==> src/rtl/dht11_responder.sv <==
// DHT11 sensor emulator: answers a host start pulse with a 40-bit humidity/temperature frame.
// Optional CHECKSUM_CORRUPT_EN adds corrupt_sum, which inverts the transmitted checksum LSB.
module dht11_responder #(
  parameter int START_MIN = 16000,
  parameter int RESP_WAIT = 30,
  parameter int RESP_LOW  = 80,
  parameter int RESP_HIGH = 80,
  parameter int BIT_LOW   = 50,
  parameter int BIT0_HIGH = 26,
  parameter int BIT1_HIGH = 70,
  parameter int HOLDOFF   = 1000
) (
  input  logic       clk,
  input  logic       reset,
  input  logic       line_in,
  output logic       drive_low,
  input  logic [7:0] hum,
  input  logic [7:0] humd,
  input  logic [7:0] tem,
  input  logic [7:0] temd,
`ifdef CHECKSUM_CORRUPT_EN
  input  logic       corrupt_sum,
`endif
  output logic       busy,
  output logic       frame_done,
  output logic       err_short
);

  localparam logic [3:0] IDLE      = 4'd0;
  localparam logic [3:0] START_LOW = 4'd1;
  localparam logic [3:0] WAIT_REL  = 4'd2;
  localparam logic [3:0] RESP_L    = 4'd3;
  localparam logic [3:0] RESP_H    = 4'd4;
  localparam logic [3:0] BIT_L     = 4'd5;
  localparam logic [3:0] BIT_H     = 4'd6;
  localparam logic [3:0] END_L     = 4'd7;
  localparam logic [3:0] HOLD      = 4'd8;

  // Phase counter runs 0..LEN-1, so each phase occupies exactly LEN cycles.
  localparam logic [15:0] WAIT_END  = 16'(RESP_WAIT - 1);
  localparam logic [15:0] RLOW_END  = 16'(RESP_LOW - 1);
  localparam logic [15:0] RHIGH_END = 16'(RESP_HIGH - 1);
  localparam logic [15:0] BLOW_END  = 16'(BIT_LOW - 1);
  localparam logic [15:0] B0_END    = 16'(BIT0_HIGH - 1);
  localparam logic [15:0] B1_END    = 16'(BIT1_HIGH - 1);
  localparam logic [15:0] HOLD_END  = 16'(HOLDOFF - 1);
  localparam logic [15:0] SMIN      = 16'(START_MIN);

  logic [3:0]  state;
  logic [15:0] cnt;
  logic [5:0]  bitcnt;
  logic [39:0] shreg;
  logic        s1, ls, ls_d;
  logic [7:0]  sum;
  logic        flip;

`ifdef CHECKSUM_CORRUPT_EN
  assign flip = corrupt_sum;
`else
  assign flip = 1'b0;
`endif

  assign sum       = hum + humd + tem + temd;
  assign drive_low = (state == RESP_L) || (state == BIT_L) || (state == END_L);

  always_ff @(posedge clk) begin
    if (reset) begin
      // Synchroniser resets to the idle (pulled-up) level so reset release is not seen as a fall.
      s1         <= 1'b1;
      ls         <= 1'b1;
      ls_d       <= 1'b1;
      state      <= IDLE;
      cnt        <= '0;
      bitcnt     <= '0;
      shreg      <= '0;
      busy       <= 1'b0;
      frame_done <= 1'b0;
      err_short  <= 1'b0;
    end else begin
      s1         <= line_in;
      ls         <= s1;
      ls_d       <= ls;
      frame_done <= 1'b0;
      err_short  <= 1'b0;
      case (state)
        IDLE: if (ls_d && !ls) begin
          state <= START_LOW;
          cnt   <= '0;
        end
        START_LOW: begin
          if (!ls) begin
            if (cnt != '1) cnt <= cnt + 16'd1;
          end else if (cnt >= SMIN) begin
            state <= WAIT_REL;
            cnt   <= '0;
            busy  <= 1'b1;
            shreg <= {hum, humd, tem, temd, sum ^ {7'd0, flip}};
          end else begin
            state     <= IDLE;
            err_short <= 1'b1;
          end
        end
        WAIT_REL: if (cnt == WAIT_END) begin
          state <= RESP_L;
          cnt   <= '0;
        end else cnt <= cnt + 16'd1;
        RESP_L: if (cnt == RLOW_END) begin
          state <= RESP_H;
          cnt   <= '0;
        end else cnt <= cnt + 16'd1;
        RESP_H: if (cnt == RHIGH_END) begin
          state  <= BIT_L;
          cnt    <= '0;
          bitcnt <= '0;
        end else cnt <= cnt + 16'd1;
        BIT_L: if (cnt == BLOW_END) begin
          state <= BIT_H;
          cnt   <= '0;
        end else cnt <= cnt + 16'd1;
        BIT_H: if (cnt == (shreg[39] ? B1_END : B0_END)) begin
          shreg  <= {shreg[38:0], 1'b0};
          bitcnt <= bitcnt + 6'd1;
          cnt    <= '0;
          state  <= (bitcnt == 6'd39) ? END_L : BIT_L;
        end else cnt <= cnt + 16'd1;
        END_L: if (cnt == BLOW_END) begin
          state      <= HOLD;
          cnt        <= '0;
          frame_done <= 1'b1;
        end else cnt <= cnt + 16'd1;
        HOLD: if (cnt == HOLD_END) begin
          state <= IDLE;
          cnt   <= '0;
          busy  <= 1'b0;
        end else cnt <= cnt + 16'd1;
        default: state <= IDLE;
      endcase
    end
  end

endmodule

==> config.mk <==
export PLATFORM = sky130hd
export DESIGN_NAME = dht11_responder
export DESIGN_NICKNAME = d
export VERILOG_FILES = /design/src/rtl/dht11_responder.sv
export SDC_FILE = /design/constraint.sdc
export NUM_CORES = 1
export LEC_CHECK = 0
export ABC_AREA = 1
export CELL_PAD_IN_SITES_DETAIL_PLACEMENT = 1
export CELL_PAD_IN_SITES_GLOBAL_PLACEMENT = 1
export CORE_MARGIN = 2
export CORE_UTILIZATION = 47
export CTS_BUF_LIST = sky130_fd_sc_hd__clkbuf_4
export CTS_CLUSTER_SIZE = 40
export DETAILED_ROUTE_END_ITERATION = 10
export PLACE_DENSITY = 0.95
export SYNTH_ARGS = -nofsm -noshare
export SYNTH_HDL_FRONTEND = slang
export SYNTH_SLANG_ARGS = --single-unit
==> constraint.sdc <==
create_clock -name clk -period 5 [get_ports clk]
set_clock_uncertainty 0.15 [all_clocks]
set_input_delay 0.5 -clock clk [delete_from_list [all_inputs] [get_ports clk]]
set_output_delay 0.5 -clock clk [all_outputs]
set_load 0.05 [all_outputs]
==> metrics.cfg <==
[sta]
finalHoldViolCount = 0
min_period_ps = 3360
rsz0062_at_grt = false
worst-slew-pin-transition_ps = 1160
setup_viol = 0
fin_crit_sh_pct = 67.1
setup_tns_ps = 0
drv_slew = 0
relSlewSlack_pct = 22.6
whs_ps = 282
max_freq_ghz = 0.298

[routing]
dr_wl_met2_um = 6730
ant_nets = 0
vias = 4408
top_layer_used = met4
wl_um = 12600
wl_met1_um = 5220
route.detailed.drc = 0
met3_length_um = 362
via_per_inst = 5.38
detail_route.wl_per_cell_um = 15.4
first_pass_iters = 4
dr.first_iter.drc_count = 144

[min_path]
min_to = ls$_SDFF_PP1_
hold_start = s1$_SDFF_PP1_
hold_depth = 1
hold_path.class = register to register

[clock_tree]
clock_path_buffers = 2
cts_tree = yes
clock-sinks = 72
numCtsBuffers = 9
holdBufCountCts = 0
cts-resized-gates = 0
h-tree-depth = 3
root_buffer = clkbuf_4
clk_pin_slew_ps = 120
clock_latency_ps = 430
post_cts_buffers = 0

[yosys]
synth-seq-cells = 72
synth_seq_area_share_pct = 31.9
syn_area_per_cell_sq_um = 6.83
synth-edff-count = 0
synthCells = 661
yosysUniqueCellTypes = 32
synth_top_area_share_pct = 31.9
syn-num-nets = 721
async_reset_ff_share_pct = 0
synth_ff_type = dfxtp_1
synth_area_sq_um = 4510
yosysWarnings = 0
synthTopCellsByArea = dfxtp_1 32%, nand2_1 14%, inv_1 6.7%
yosysTopAreaCell = dfxtp_1

[final_layout]
final_common_cell = nand2_1
antennaDiodeCount = 0
final_cell_mix = 168 x nand2_1, 81 x inv_1, 75 x nor2_1
layoutNonFillerInstCount = 819
finalNetCount = 745
multi_input_area_sq_um = 2590
regArea_sq_um = 1440
final_layout_size_suffix_gt1_share_pct = 8.26
fillers = 1261
syn_to_final_growth_pct = 11.6

[setup_path]
r2r_cells = 10
worstReg2RegEnd = shreg[7]$_SDFFE_PP0P_
crit_top_cell = inv_1
max_stage_delay_ps = 530
worstPathArrival_ps = 3500
cp.required_ps = 5140
regToRegSetupSlack_ps = 1740
worstSetupEndpointType = register
path_cells = clkdlybuf4s50_1, inv_1, fa_1, inv_1, fa_1, ha_1, inv_1, fa_1, inv_1, nand2_1, o211ai_1, inv_1, nand2_1, nand3_1, nand2_1, a21oi_1
crit_slowest_cell = clkdlybuf4s50_1
r2r-start = state[2]$_SDFFE_PP0P_
worstSetupPathType = input pin to register
worstSetupStartpointType = input pin
crit_buf_inv = 6
cp_top_family = adder cells
cp_max_fo = 3

[pwr]
power_frac_comb_pct = 44.6
p_total_mw = 1.73
p_clk_share_pct = 19.2
ir_drop_mv = 0.143
swShare_pct = 44.6
powerDensity_nw_per_um2 = 343
p_sw_mw = 0.771
pwr-share-seq_pct = 36.3
internal_power_mw = 0.958
static-leakage-power_nw = 2.20

[outcome]
status = finished, final reports clean

[placed_design]
place_congestion = 0.846
dp_cells = 803
portBuffers = 38
hpwlAfterDp_um = 9730

[global_routing]
grt_pass1_vias = 4807
antenna_found_initial = 0
grt_use_total_pct = 26.0
grt_pass1_wl_um = 21600
overflow = 0
grt_start_max_net_pins = 71

[floorplanning]
die_w_um = 102
die_h_um = 102
ios = 39
start_util_pct = 48.6
dieArea_sq_um = 10400
rows = 35
core_area_sq_um = 9280

[job]
maxCapViolCount = 0

==> cell families after synthesis <==
group                    share of synthesized area (%)
adder cells (fa/ha/maj)                           9.26
AND/OR/NAND/NOR                                   32.2
flip-flops                                        31.9
XOR/XNOR                                          2.52
buffers and inverters                             10.6
AO/OA/AOI/OAI                                     13.5
==> power by group through the flow <==
stage	Combinational, mW	Sequential, mW	Clock (mW)
6_report	0.770	0.627	0.331
5_1_grt	0.872	0.632	0.362
4_1_cts	0.776	0.627	0.341
3_5_place_dp	0.771	0.640	0
3_3_place_gp	0.722	0.638	0
2_1_floorplan	0.612	0.628	0
==> synthesized netlist by cell type, types with 7 or more instances <==
cell type / n
nand2_1: 168
inv_1: 81
nor2_1: 75
dfxtp_1: 72
o21ai_0: 37
nand3_1: 34
a31oi_1: 33
o21ai_1: 18
a21oi_1: 16
clkbuf_1: 14
fa_1: 14
nand4_1: 12
ha_1: 11
nand2_2: 11
xor2_1: 10
buf_4: 7
==> through the flow <==
step           util (%)  instance area (sq um)  worst slack (ps)
2_1_floorplan         -                   4510              2020
5_1_grt            54.2                   5040              1280
6_report           54.2                   5040              1640
3_5_place_dp       53.0                   4920              1180
3_3_place_gp       53.0                   4920              1380
4_1_cts            54.2                   5040              1650
==> how the worst max path moves through the flow <==
stage,startpoint,to,slack [ps],cells after the start
floorplan,hum[1],shreg[5]$_SDFFE_PP0P_,2020,12
detailed placement,humd[1],shreg[7]$_SDFFE_PP0P_,1180,16
global route,state[2]$_SDFFE_PP0P_,shreg[7]$_SDFFE_PP0P_,1280,10
CTS,humd[1],shreg[7]$_SDFFE_PP0P_,1650,16
finish,humd[1],shreg[7]$_SDFFE_PP0P_,1640,16
global placement,humd[1],shreg[5]$_SDFFE_PP0P_,1380,13
==> routing by layer <==
metal / GRT usage, % / vias up
met3: 4.04 / 26
met1: 28.6 / 2132
met2: 50.3 / 87
li1: - / 2163
met5: 0 / -
met4: 9.03 / 0
==> cell type report <==
cell class	instances	share of cell area, %
Clock buffer	10	1.49
Multi-Input combinational cell	474	51.5
Tap cell	129	3.20
Timing Repair Buffer	41	8.00
Inverter	87	6.51
Clock inverter	6	0.720
Sequential cell	72	28.6
==> state kept, by name, summed over array words and instances, names as in the netlist, 4 cells and up <==
name and count:
shreg 40, bitcnt 6, state 4, cnt 16
Note: power is estimated with default switching activity, not from simulation.
